==> config.mk <==
export PLATFORM = sky130hd
export DESIGN_NAME = sync_ram_rd_streamer
export DESIGN_NICKNAME = d
export VERILOG_FILES = /design/src/rtl/sync_ram_rd_streamer.sv
export SDC_FILE = /design/constraint.sdc
export NUM_CORES = 1
export LEC_CHECK = 0
export BUFFER_PORTS_ARGS = -buffer_cell sky130_fd_sc_hd__buf_2
export CAP_MARGIN = 0
export CORE_MARGIN = 5
export CORE_UTILIZATION = 39
export CTS_CLUSTER_SIZE = 40
export DETAILED_ROUTE_END_ITERATION = 16
export GPL_TIMING_DRIVEN = 1
export SLEW_MARGIN = 40
export SYNTH_ARGS = -nofsm -noshare
export SYNTH_HDL_FRONTEND = slang
export SYNTH_SLANG_ARGS = --single-unit
==> constraint.sdc <==
create_clock -name Clk_CI -period 3.2 [get_ports Clk_CI]
set_clock_uncertainty 0.1 [all_clocks]
set_input_delay 0 -clock Clk_CI [delete_from_list [all_inputs] [get_ports Clk_CI]]
set_output_delay 0 -clock Clk_CI [all_outputs]
set_load 0.01 [all_outputs]
==> src/rtl/sync_ram_rd_streamer.sv <==
`default_nettype none
// ============================================================================
//  Module      : sync_ram_rd_streamer
//  Description : Reads a burst of consecutive words from a synchronous RAM
//                port and presents them as a valid/ready stream. A small
//                credit-controlled FIFO absorbs RAM latency and sink stalls.
//  Revision    : 1.0 - initial release
// ============================================================================
module sync_ram_rd_streamer #(
  parameter int ADDR_WIDTH  = 10,
  parameter int DATA_WIDTH  = 32,
  parameter int RAM_LATENCY = 1
) (
  input  logic                  Clk_CI,
  input  logic                  Rst_RI,
  input  logic                  Start_SI,
  input  logic [ADDR_WIDTH-1:0] BaseAddr_DI,
  input  logic [ADDR_WIDTH-1:0] Len_DI,
  output logic                  Busy_SO,
  output logic                  Done_SO,
  output logic                  CSel_SO,
  output logic                  WrEn_SO,
  output logic [ADDR_WIDTH-1:0] Addr_DO,
  input  logic [DATA_WIDTH-1:0] RdData_DI,
  output logic                  Valid_SO,
  input  logic                  Ready_SI,
  output logic [DATA_WIDTH-1:0] Data_DO,
  output logic                  Last_SO
);

  // FIFO holds every read that can be outstanding: the RAM pipeline plus
  // two slots so that a full-rate stream never starves.
  localparam int FIFO_DEPTH = RAM_LATENCY + 2;
  localparam int PTR_W      = $clog2(FIFO_DEPTH);
  localparam int CNT_W      = $clog2(FIFO_DEPTH + 1) + 1;
  localparam logic [PTR_W-1:0] PTR_LAST = PTR_W'(FIFO_DEPTH - 1);

  localparam logic [1:0] IDLE  = 2'd0;
  localparam logic [1:0] ISSUE = 2'd1;
  localparam logic [1:0] DRAIN = 2'd2;

  logic [1:0]            state;
  logic [ADDR_WIDTH-1:0] addr;
  logic [ADDR_WIDTH:0]   remaining;   // one extra bit: Len all-ones means 2^ADDR_WIDTH reads
  logic                  done_pulse;

  logic [RAM_LATENCY-1:0] pipe_valid;
  logic [RAM_LATENCY-1:0] pipe_last;

  logic [DATA_WIDTH-1:0] fifo_data [FIFO_DEPTH];
  logic [FIFO_DEPTH-1:0] fifo_last;
  logic [PTR_W-1:0]      rd_ptr;
  logic [PTR_W-1:0]      wr_ptr;
  logic [CNT_W-1:0]      fifo_count;
  logic [CNT_W-1:0]      inflight;

  logic issue;
  logic final_issue;
  logic push;
  logic pop;
  logic fifo_nonempty;

  function automatic logic [PTR_W-1:0] ptr_inc(input logic [PTR_W-1:0] p);
    return (p == PTR_LAST) ? '0 : p + PTR_W'(1);
  endfunction

  // Count reads travelling through the RAM latency pipeline.
  always_comb begin
    inflight = '0;
    for (int i = 0; i < RAM_LATENCY; i++) begin
      inflight = inflight + CNT_W'(pipe_valid[i]);
    end
  end

  // A read may only be issued if its data is guaranteed a FIFO slot; the
  // pop happening in this same cycle is deliberately not credited.
  assign issue = (state == ISSUE) && (remaining != '0) &&
                 ((inflight + fifo_count) < CNT_W'(FIFO_DEPTH));
  assign final_issue   = issue && (remaining == (ADDR_WIDTH + 1)'(1));
  assign push          = pipe_valid[RAM_LATENCY-1];
  assign fifo_nonempty = (fifo_count != '0);
  assign pop           = Valid_SO && Ready_SI;

  // Outputs are forced low while reset is held so nothing leaks mid-reset.
  assign Busy_SO  = !Rst_RI && (state != IDLE);
  assign Done_SO  = !Rst_RI && done_pulse;
  assign CSel_SO  = !Rst_RI && issue;
  assign WrEn_SO  = 1'b0;
  assign Addr_DO  = CSel_SO ? addr : '0;
  assign Valid_SO = !Rst_RI && fifo_nonempty;
  assign Data_DO  = Valid_SO ? fifo_data[rd_ptr] : '0;
  assign Last_SO  = Valid_SO && fifo_last[rd_ptr];

  // Burst control: accept a request, walk the addresses, wait for the last beat.
  always_ff @(posedge Clk_CI) begin
    if (Rst_RI) begin
      state      <= IDLE;
      addr       <= '0;
      remaining  <= '0;
      done_pulse <= 1'b0;
    end else begin
      done_pulse <= pop && Last_SO;
      unique case (state)
        IDLE: begin
          if (Start_SI) begin
            addr      <= BaseAddr_DI;
            remaining <= {1'b0, Len_DI} + (ADDR_WIDTH + 1)'(1);
            state     <= ISSUE;
          end
        end
        ISSUE: begin
          if (issue) begin
            addr      <= addr + ADDR_WIDTH'(1);
            remaining <= remaining - (ADDR_WIDTH + 1)'(1);
            if (final_issue) begin
              state <= DRAIN;
            end
          end
        end
        DRAIN: begin
          if (pop && Last_SO) begin
            state <= IDLE;
          end
        end
        default: state <= IDLE;
      endcase
    end
  end

  // Shift a valid/last tag alongside each read so its data is captured on time.
  always_ff @(posedge Clk_CI) begin
    if (Rst_RI) begin
      pipe_valid <= '0;
      pipe_last  <= '0;
    end else begin
      pipe_valid[0] <= issue;
      pipe_last[0]  <= final_issue;
      for (int i = 1; i < RAM_LATENCY; i++) begin
        pipe_valid[i] <= pipe_valid[i-1];
        pipe_last[i]  <= pipe_last[i-1];
      end
    end
  end

  // FIFO storage; contents are only observed through the occupancy count.
  always_ff @(posedge Clk_CI) begin
    if (push) begin
      fifo_data[wr_ptr] <= RdData_DI;
      fifo_last[wr_ptr] <= pipe_last[RAM_LATENCY-1];
    end
  end

  // FIFO pointers and occupancy, allowing simultaneous push and pop.
  always_ff @(posedge Clk_CI) begin
    if (Rst_RI) begin
      rd_ptr     <= '0;
      wr_ptr     <= '0;
      fifo_count <= '0;
    end else begin
      if (push) begin
        wr_ptr <= ptr_inc(wr_ptr);
      end
      if (pop) begin
        rd_ptr <= ptr_inc(rd_ptr);
      end
      unique case ({push, pop})
        2'b10:   fifo_count <= fifo_count + CNT_W'(1);
        2'b01:   fifo_count <= fifo_count - CNT_W'(1);
        default: fifo_count <= fifo_count;
      endcase
    end
  end

endmodule
`default_nettype wire

==> Word-level counts from Yosys, hierarchy flattened <==
Memory sizes are Yosys's and may differ from the RTL's. A register that Yosys moved wholly into a read port is not among the register bits.
Cells that the tools add are included.
{ "word_totals": {"mem_bits_ro": 0, "mem_bits_rw": 96, "latchBits": 0, "elab_cells": 79, "reg_bits": 36, "output_inout_bits": 48, "memories": 1, "inputBits": 56} }
{ "mem_list": {"columns": ["memory", "depth", "word_bits", "rd", "rd_clocked_by_memory_dff", "wr", "line_no", "text"], "rows": [
  ["fifo_data", 3, 32, 1, 1, 1, "50", "logic [DATA_WIDTH-1:0] fifo_data [FIFO_DEPTH];"]
]} }
{ "op_classes": {"add_sub_neg": 8, "n_lt_le_gt_ge": 4, "reduce_logical": 20, "eq_ne": 11, "n_bitwise": 0, "mul": 0, "shifts": 0, "div": 0, "n_mux": 25} }
{ "ops": {"columns": ["cell", "n"], "rows": [
  ["2-to-1 mux 32 bit", 1],
  ["2-to-1 mux 10 bit", 3],
  ["2-to-1 mux 11 bit", 2],
  ["case mux 11 bit (2 select lines)", 1],
  ["case mux 10 bit (2 select lines)", 1],
  ["2-to-1 mux 2 bit", 8],
  ["adder 10 x 1 -> 11 bit (second input constant)", 1],
  ["equality test 11 x 1 -> 1 bit (second input constant)", 1],
  ["logical AND 1 bit", 11],
  ["nonzero test 11 bit", 1],
  ["subtractor 11 x 1 -> 11 bit (second input constant)", 1],
  ["adder 10 x 1 -> 10 bit (second input constant)", 1],
  ["equality test 2 bit (second input constant)", 4],
  ["inequality test 2 bit (second input constant)", 4],
  ["< comparator 2 x 3 -> 1 bit (second input constant)", 2],
  ["case mux 2 bit (3 select lines)", 1],
  ["case mux 3 bit (2 select lines)", 1],
  ["nonzero test 2 bit", 3],
  ["adder 2 x 1 -> 2 bit (second input constant)", 2],
  ["equality test 2 x 1 -> 1 bit (second input constant)", 2],
  ["2-to-1 mux 1 bit", 4],
  ["AND reduction 4 bit", 1],
  ["adder 1 x 3 -> 3 bit", 1],
  ["adder 3 x 1 -> 3 bit (second input constant)", 1],
  ["other kinds (10)", 10]
]} }

==> Longest topological paths before layout <==
Gate-level depths: netlist of the first run.
{ "depth": {"ltp_word": 7, "ltp_mapped": 10, "mapped_depth_nobuf": 9} }

==> Worst setup path before layout of the first run <==
Ideal clock, no wire load.
{ "synth_path": {"path_type": "register to register", "start": "register pipe_valid", "end": "memory fifo_data[1][0], enable pin", "arrival_ns": 2.933, "slack_ns": -0.307, "stages_incl_launch_ff": 3, "setup_time_ns": 0.474, "required_ns": 2.626, "path_buffers": 0, "period_less_slack_ns": 3.507, "cell_sequence": "dfxtp_1 -> inv_1 -> nor3b_1"} }
{ "synth_between": {"elab_chain_len": 2} }
{ "synth_lines": {"columns": ["item", "line_no", "text"], "rows": [
  ["from (decl)", "47", "logic [RAM_LATENCY-1:0] pipe_valid;"],
  ["from (signal, indexed assignment)", "139", "pipe_valid[i] <= pipe_valid[i-1];"],
  ["2-to-1 mux 1 bit", "147", "if (push) begin"],
  ["2-to-1 mux 1 bit (not written as such)", "148", "fifo_data[wr_ptr] <= RdData_DI;"],
  ["to (decl)", "50", null]
]} }
Every way passes these cells.

==> Final worst setup path of the first run <==
{ "layout_path": {"start": "register state[0]", "end": "output port Addr_DO[7]"} }
{ "layout_between": {"elab_chain_len": 5} }
{ "layout_lines": {"columns": ["item", "line_no", "text"], "rows": [
  ["from (decl)", "42", "logic [1:0] state;"],
  ["from (signal assigned)", "97", "state <= IDLE;"],
  ["from (signal assigned)", "108", "state <= ISSUE;"],
  ["from (signal assigned)", "116", "state <= DRAIN;"],
  ["equality test 2 x 1 -> 1 bit", "77", "assign issue = (state == ISSUE) && (remaining != '0) &&"],
  ["logical AND 1 bit (2 in series)", "77", null],
  ["logical AND 1 bit", "87", "assign CSel_SO = !Rst_RI && issue;"],
  ["2-to-1 mux 10 bit", "89", "assign Addr_DO = CSel_SO ? addr : '0;"],
  ["to (decl)", "23", "output logic [ADDR_WIDTH-1:0] Addr_DO,"]
]} }
Every way passes these cells.

==> flow_summary.toml, run 1 <==
[clock_tree]
cts_root_buf = "clkbuf_16"
cts_setup_buffers = 0
cts_max_level = 4
cts.sinks = 134
tritoncts = "done"
numCtsBuffers = 17
insertion_delay_ps = 420
clkTransAtPathRegs_ps = 60
clockBufferDepth = 2

[setup_path]
cp-start-kind = "flop"
critical_path.top_delay_family = "simple AND/OR/NAND/NOR gates"
worstPathRequired_ps = 3100
worst-path-buf-inv = 2
crit_type = "reg2out"
worstPathArrival_ps = 2730
critPathSlowestCell = "dfxtp_1"
cp_max_fo = 12
cp_cell_sequence = "and2b_1, buf_4, nand3_1, nor3_2, and2_1, buf_2"
endpoint_kind = "primary output"
critical_path.max_stage_delay_ps = 490

[yosys]
ys.warnings.count = 0
synthArstFlopShare = 0
yosys.cell_count.top_type = "edfxtp_1"
synth_ff_type = "edfxtp_1"
yosys.cell_types.count = 65
synth-seq-area-share = 0.599
synth-seq-cells = 134
netlist_instances = 540
synth_common_cells = "edfxtp_1 (99), nor2_1 (91), a21oi_1 (47)"
syn_nets = 605
avgSynthCellArea_um2 = 11.4
synth_area_um2 = 6130
yosys-top-cells-area = "edfxtp_1 (48%), dfxtp_1 (11%), nor2_1 (5.6%), mux2i_1 (5.4%), a21oi_1 (3.8%)"
synth.top_cell.area_share = 0.485
synth_edf_count = 99
synth_area_leader_cell = "edfxtp_1"

[route]
dr.pass1.iters = 5
drt_iter0_drc = 348
num_vias = 4860
wl_per_cell_um = 16.0
drc_errors = 0
viasPerCell = 5.29
ant_nets = 0
wirelength_um = 14700

[power]
p_per_area_nw_per_um2 = 587
peakVddDrop_v = 0.000338
p_leak_nw = 2.99
power_w = 0.00471

[sta]
post-route-period-util = 0.886
rsz0062_at_grt = "false"
worst_pin_slew_ps = 779
max_freq_ghz = 0.353
max_slew_margin = 0.481
fin_setup_tns_ps = 0
hold_viol = 0
setup_violations = 0
finalCriticalPeriod_ps = 2830
slew_viol_final = 0

[global_routing]
met1_usage = 0.206
overflow = 0
grt_pass1_vias = 4870
grt_use_total = 0.164
gr-usage-met3 = 0.0468
top_usage_layer = "met2"
grtUsageMet2 = 0.271
grt_pass1_wl_um = 23900
grt_max_degree = 37
antenna_found_initial = 0

[layout]
drive_gt1_frac = 0.232
multi_input_area_um2 = 2280
num-nets-final = 760
seq_area_um2 = 3680
fill_cells = 1366
syn_to_final_growth_pct = 30.9
diodes = 0

[place]
dp.final_hpwl_um = 9370
io_buffers = 102
gp_congestion = 0.825

[die]
ios = 104
die_x_um = 135
rows = 45
die-area_um2 = 18300
coreArea_um2 = 15300
die_y_um = 135
initial_core_util = 0.400

[job]
drv_cap = 0

[hold_path]
hold_path.class = "in2reg"

[outcome]
outcome = "finished clean"
## repair_timing
action / 4_1_cts / 5_1_grt
gates resized for setup: 0 / 1
hold buffers: 53 / 0
endpoints found under the hold margin: 120 / 0
endpoints found under the setup margin: 0 / 7
## layout make-up
type | instances | share of cell area
clock inverters | 9 | 0.0108
multi-input cells | 355 | 0.284
flip-flops and latches | 134 | 0.458
well taps | 211 | 0.0329
repair buffers | 169 | 0.143
inverters | 18 | 0.00842
clock buffers | 23 | 0.0624
## worst register-to-register path, stage by stage (launching register included)
cell,delay (ps)
dfxtp_1,490
and2b_1,460
buf_4,270
a31oi_1,90
buf_4,230
or3b_1,370
a221oi_1,270
## through the flow
stage	setup slack [ps]	std cells	hold slack [ps]	util	cell area [µm²]
final	365	919	25.3	0.524	8020
after global routing	175	919	27.3	0.524	8020
after CTS	166	919	4.37	0.523	8020
after detailed placement	636	834	105	0.450	6900
after global placement	696	834	100	0.450	6900
after floorplan	835	540	-1.13	-	6140
## worst paths after layout
kind                         start                         to  slack [ps]  cells past startpoint
max reg2reg  state[0]$_SDFFE_PP0P_       addr[5]$_SDFFE_PP0P_         840                      6
min                      Len_DI[7]  remaining[7]$_SDFFE_PP0P_          30                      4
min reg2reg   pipe_last$_SDFF_PP0_     fifo_last[2]$_DFFE_PP_         350                      0
max          state[0]$_SDFFE_PP0P_                 Addr_DO[7]         370                      6
## placed cells by master, fill, tap and decap left out, drive strengths merged, types with 9 or more instances in the layout
cell type / synthesis / layout
nand3: 9 / 9
edfxtp: 99 / 99
buf: 15 / 116
a21oi: 47 / 47
nor3: 17 / 17
dfxtp: 35 / 35
inv: 17 / 21
nor2: 91 / 91
dlygate4sd3: 0 / 53
nand2: 21 / 21
o31ai: 11 / 11
clkbuf: 18 / 23
mux2i: 33 / 33
## state kept, by name (all words and copies together) (netlist names), named ones only
| register | cells |
|---|---|
| done_pulse | 1 |
| wr_ptr | 2 |
| rd_ptr | 2 |
| fifo_count | 3 |
| state | 2 |
| fifo_last | 3 |
| pipe_last | 1 |
| pipe_valid | 1 |
| remaining | 11 |
| fifo_data | 96 |
| addr | 10 |
## per-layer routing
| metal | wire (µm) | part of all wire | vias to the layer above |
|---|---|---|---|
| met5 | 0 | 0 | - |
| met4 | 227 | 0.015 | 0 |
| met3 | 827 | 0.056 | 20 |
| met1 | 6550 | 0.44 | 2340 |
| met2 | 7110 | 0.48 | 164 |
| li1 | - | - | 2336 |
## cell families (layout without fill, tap and decap cells)
family                     after synthesis  after routing  share of synthesized area
adders and majority gates                9              9                     0.0196
other                                    1              1                   0.000612
muxes                                   33             33                     0.0539
xor gates and xnor gates                 6              6                    0.00857
DFF                                    134            134                      0.599
AOI/OAI and AO/OA                      113            113                      0.123
and+or+nand+nor                        193            193                      0.160
buffers and inverters                   51            219                     0.0349
## power by group
group          internal, W  leakage (nW)  switching (W)
clock network      0.00119         0.289       0.000703
logic             0.000332          1.51       0.000441
registers          0.00196          1.19      0.0000883
total              0.00348          2.99        0.00123
(Power assumes the default switching activity.)
==> inputs of run 2 (changes only) <==
--- a/config.mk
+++ b/config.mk
@@ -14,2 +14,3 @@
 export GPL_TIMING_DRIVEN = 1
+export PLACE_DENSITY_LB_ADDON = 0.15
 export SLEW_MARGIN = 40
--- a/constraint.sdc
+++ b/constraint.sdc
@@ -4,2 +4,2 @@
 set_output_delay 0 -clock Clk_CI [all_outputs]
-set_load 0.01 [all_outputs]
+set_load 0.02 [all_outputs]
==> flow_summary.toml, run 2 (synthesized netlist as in run 1, its figures left out) <==
[power]
switching_power_w = 0.00127
clkPwrFrac = 0.393
power_frac_seq = 0.437
peakVddDrop_v = 0.000375
switching_share = 0.270
p_per_area_nw_per_um2 = 585
combPwrFrac = 0.170
p_leak_nw = 2.96
intPower_w = 0.00342

[clock_tree]
clkTransAtPathRegs_ps = 60
tritoncts = "done"
cts_max_level = 4
cts.sinks = 134
cts_resized = 0
insertion_delay_ps = 410
clockBufferDepth = 2
cts_root_buf = "clkbuf_16"
numCtsBuffers = 17

[die]
die_y_um = 135
die_x_um = 135
rows = 45
ios = 104
die-area_um2 = 18300
initial_core_util = 0.400
coreArea_um2 = 15300

[layout]
diodes = 0
fill_cells = 1363
final_common_cell = "buf_2"
multi_input_area_um2 = 2270
top_regs = "fifo_data (96), remaining (11), addr (10)"
final_cell_mix = "buf_2 (102), edfxtp_1 (99), nor2_1 (90), dlygate4sd3_1 (55), a21oi_1 (47)"
largest_reg_flops = 96
syn_to_final_growth_pct = 30.7
seq_area_um2 = 3680
largest_register = "fifo_data"
num-nets-final = 759
drive_gt1_frac = 0.223

[place]
dp.final_hpwl_um = 9270
io_buffers = 102
gp_congestion = 0.791

[route]
drc_errors = 0
dr.pass1.iters = 5
drt_iter0_drc = 291
viasPerCell = 5.23
wl_per_cell_um = 16.0
wirelength_um = 14700
num_vias = 4799
ant_nets = 0

[global_routing]
antenna_found_initial = 0
grt_pass1_vias = 4713
grt_max_degree = 65
grt_pass1_wl_um = 23700
grt_use_total = 0.164
overflow = 0

[setup_path]
worstPathArrival_ps = 2820
critPathSlowestCell = "nor3_1"
cp_cell_sequence = "and2b_1, nand3_1, nor3_1, and2_1, buf_2"
worst-path-buf-inv = 1
critical_path.top_delay_family = "simple AND/OR/NAND/NOR gates"
cp_max_fo = 13
worstPathRequired_ps = 3100
cp-start-kind = "flop"
crit_type = "reg2out"
endpoint_kind = "primary output"
critical_path.max_stage_delay_ps = 680

[sta]
max_slew_margin = 0.481
worst_pin_slew_ps = 778
post-route-period-util = 0.913
slew_viol_final = 0
holdWs_ps = 44.7
max_freq_ghz = 0.342
setup_violations = 0
finalCriticalPeriod_ps = 2920
fin_setup_tns_ps = 0
rsz0062_at_grt = "false"
hold_viol = 0

[outcome]
outcome = "finished clean"

[job]
drv_cap = 0

[hold_path]
hold_path.class = "in2reg"
run 2: cell count changes in the layout (fill, tap and decap cells not counted), moves of 2 or more:
cell,previous run,this run
clkbuf_1,3,1
clkbuf_16,19,17
clkinvlp_4,1,3
buf_12,0,2
dlygate4sd3_1,53,55
inv_4,2,0
buf_4,14,9
clkinv_1,1,4
run 2: area by class of cell:
cell class / count / area share
repair buffers: 168 / 0.146
multi-input cells: 355 / 0.284
well taps: 211 / 0.0329
flip-flops and latches: 134 / 0.459
clock inverters: 14 / 0.0169
clock buffers: 18 / 0.0536
inverters: 18 / 0.00843
run 2: tightest hold or removal path, stage by stage:
cell	delay (ps)
buf_2	130
xnor2_1	120
nor2_1	40
a31oi_1	140
o31ai_1	80
run 2: repair_timing:
item,4_1_cts,5_1_grt
hold buffers,55,0
endpoints found under the hold margin,122,0
setup buffers,0,0
endpoints found under the setup margin,0,0
run 2: worst paths after layout:
path	from	endpoint	slack, ps	cells after the start
worst min register to register	pipe_last$_SDFF_PP0_	fifo_last[0]$_DFFE_PP_	360	0
worst max-delay path	state[0]$_SDFFE_PP0P_	Addr_DO[0]	280	5
worst max register to register	state[0]$_SDFFE_PP0P_	addr[5]$_SDFFE_PP0P_	840	5
worst min-delay path	Len_DI[2]	remaining[2]$_SDFFE_PP0P_	40	5
run 2: power groups by stage:
stage / clock network, W / logic, W / registers, W
after CTS: 0.00188 / 0.000799 / 0.00205
after global placement: 0 / 0.000729 / 0.00208
final: 0.00184 / 0.000796 / 0.00205
after global routing: 0.00197 / 0.000882 / 0.00206
after floorplan: 0 / 0.000540 / 0.00205
after detailed placement: 0 / 0.000742 / 0.00208
run 2: per-stage QoR:
stage | util | cells | total power, W | worst slack, ps | cell area (µm²)
2_1_floorplan | - | 540 | 0.00259 | 835 | 6140
3_3_place_gp | 0.450 | 831 | 0.00281 | 912 | 6900
3_5_place_dp | 0.450 | 831 | 0.00283 | 696 | 6900
4_1_cts | 0.523 | 918 | 0.00473 | 251 | 8010
5_1_grt | 0.523 | 918 | 0.00491 | 25.6 | 8010
6_report | 0.523 | 918 | 0.00469 | 278 | 8010
run 2: metal layers:
layer / global-route usage / vias up / routed length (µm)
met1: 0.212 / 2293 / 6410
met2: 0.273 / 155 / 7340
met5: 0 / - / 0
li1: - / 2337 / -
met4: 0.0498 / 0 / 149
met3: 0.0401 / 14 / 763
==> inputs of run 3 (changes only) <==
PLACE_DENSITY_LB_ADDON = 0.12   (was 0.15)
==> flow_summary.toml, run 3 (synthesized netlist as in run 1, its figures left out) <==
[layout]
num-nets-final = 763
largest_reg_flops = 96
drive_gt1_frac = 0.230
fill_cells = 1410
syn_to_final_growth_pct = 30.3
top_regs = "fifo_data (96), remaining (11), addr (10)"
largest_register = "fifo_data"
diodes = 0
final_common_cell = "buf_2"
final_cell_mix = "buf_2 (102), edfxtp_1 (99), nor2_1 (90), dlygate4sd3_1 (54), a21oi_1 (47)"

[setup_path]
ff2ff_path_depth = 9
worstPathArrival_ps = 2860
cp_cell_sequence = "and2b_1, nand3_1, nor3_1, and2_1, buf_2"
cp_max_fo = 13
cp-start-kind = "flop"
worstPathRequired_ps = 3100
r2r_setup_slack_ps = 930
critPathSlowestCell = "nor3_1"
crit_type = "reg2out"
critical_path.max_stage_delay_ps = 660
reg2reg_to = "fifo_count[2]$_SDFFE_PP0P_"
r2r-start = "fifo_count[0]$_SDFFE_PP0P_"
endpoint_kind = "primary output"

[route]
met3WireLength_um = 769
dr.max_layer_used = "met4"
drc_errors = 0
dr.pass1.iters = 6
wirelength_um = 14600
wl_per_cell_um = 15.9
wl_met2_um = 6960
num_vias = 4775
drt-met1-wl_um = 6720
viasPerCell = 5.18
ant_nets = 0
drt_iter0_drc = 344

[clock_tree]
cts_setup_buffers = 0
cts_resized = 0
cts.sinks = 134
hold_buffers = 54
insertion_delay_ps = 410
cts_root_buf = "clkbuf_16"
clockBufferDepth = 2
tritoncts = "done"
cts_max_level = 4
clkTransAtPathRegs_ps = 60
numCtsBuffers = 17

[power]
clkPwrFrac = 0.381
combPwrFrac = 0.172
switching_power_w = 0.00126
power_w = 0.00461
p_per_area_nw_per_um2 = 577
p_leak_nw = 2.97
switching_share = 0.274
intPower_w = 0.00335
power_frac_seq = 0.447
peakVddDrop_v = 0.000349

[job]
drv_cap = 0

[die]
die-area_um2 = 18300
rows = 45
die_y_um = 135
coreArea_um2 = 15300
initial_core_util = 0.400
die_x_um = 135
ios = 104

[sta]
hold_viol = 0
finalCriticalPeriod_ps = 2960
setup_violations = 0
holdWs_ps = 27.7
rsz0062_at_grt = "false"
fin_setup_tns_ps = 0
post-route-period-util = 0.926
max_freq_ghz = 0.337
worst_pin_slew_ps = 797
slew_viol_final = 0
max_slew_margin = 0.469

[place]
dp.final_hpwl_um = 9540
gp_congestion = 0.864
io_buffers = 102

[hold_path]
hold_path.class = "in2reg"
hold_depth = 5
hold_end = "remaining[4]$_SDFFE_PP0P_"
hp-start = "Len_DI[2]"

[global_routing]
grt_pass1_wl_um = 23500
antenna_found_initial = 0
grt_use_total = 0.163
grt_pass1_vias = 4744
overflow = 0
grt_max_degree = 50

[outcome]
outcome = "finished clean"
-- run 3: changes by cell type in the layout (fill, tap and decap cells not counted) --
| cell | previous run | this run |
|---|---|---|
| clkbuf_1 | 1 | 0 |
| buf_12 | 2 | 0 |
| dlygate4sd3_1 | 55 | 54 |
| clkinv_2 | 3 | 4 |
| inv_6 | 1 | 2 |
| bufinv_16 | 2 | 1 |
| buf_4 | 9 | 16 |
| clkinvlp_4 | 3 | 2 |
-- run 3: worst max-delay path by stage --
stage	start	endpoint	slack, ps
CTS	state[0]$_SDFFE_PP0P_	Addr_DO[3]	270
detailed placement	state[0]$_SDFFE_PP0P_	Addr_DO[2]	730
global placement	state[0]$_SDFFE_PP0P_	Addr_DO[1]	870
floorplan	wr_ptr[1]$_SDFFE_PP0P_	fifo_data[2][0]$_DFFE_PP_	840
finish	state[0]$_SDFFE_PP0P_	Addr_DO[1]	240
global route	state[0]$_SDFFE_PP0P_	Addr_DO[9]	20
-- run 3: cell type report --
class	count	area, µm²	share of cell area
clock inverter	14	111	0.0139
sequential	134	3680	0.460
multi-input combinational	355	2270	0.284
inverter	18	67.6	0.00846
clock buffer	17	425	0.0533
tap	211	264	0.0331
timing repair buffer	172	1170	0.147
-- run 3: metal layers --
layer	track usage	vias up
li1	-	2342
met1	0.214	2272
met2	0.264	149
met3	0.0353	12
met4	0.0638	0
met5	0	-
-- run 3: per-stage QoR --
stage / utilization / cells / worst slack [ps] / area [µm²]
after CTS: 0.522 / 921 / 269 / 7990
after floorplan: - / 540 / 835 / 6140
after global placement: 0.451 / 836 / 867 / 6910
final: 0.522 / 921 / 236 / 7990
after detailed placement: 0.451 / 836 / 734 / 6910
after global routing: 0.522 / 921 / 20.0 / 7990
-- run 3: power by group through the flow --
| stage | combinational, W | clock, W | sequential (W) |
|---|---|---|---|
| after global placement | 0.000733 | 0 | 0.00209 |
| after CTS | 0.000797 | 0.00180 | 0.00206 |
| after detailed placement | 0.000742 | 0 | 0.00209 |
| after floorplan | 0.000540 | 0 | 0.00205 |
| after global routing | 0.000880 | 0.00188 | 0.00207 |
| final | 0.000793 | 0.00176 | 0.00206 |
-- run 3: worst max-delay path: cells and delay by family, from the launching register on --
family | cells | cell delay (ps)
simple gates | 4 | 1800
flops | 1 | 480
buf+inv | 1 | 160
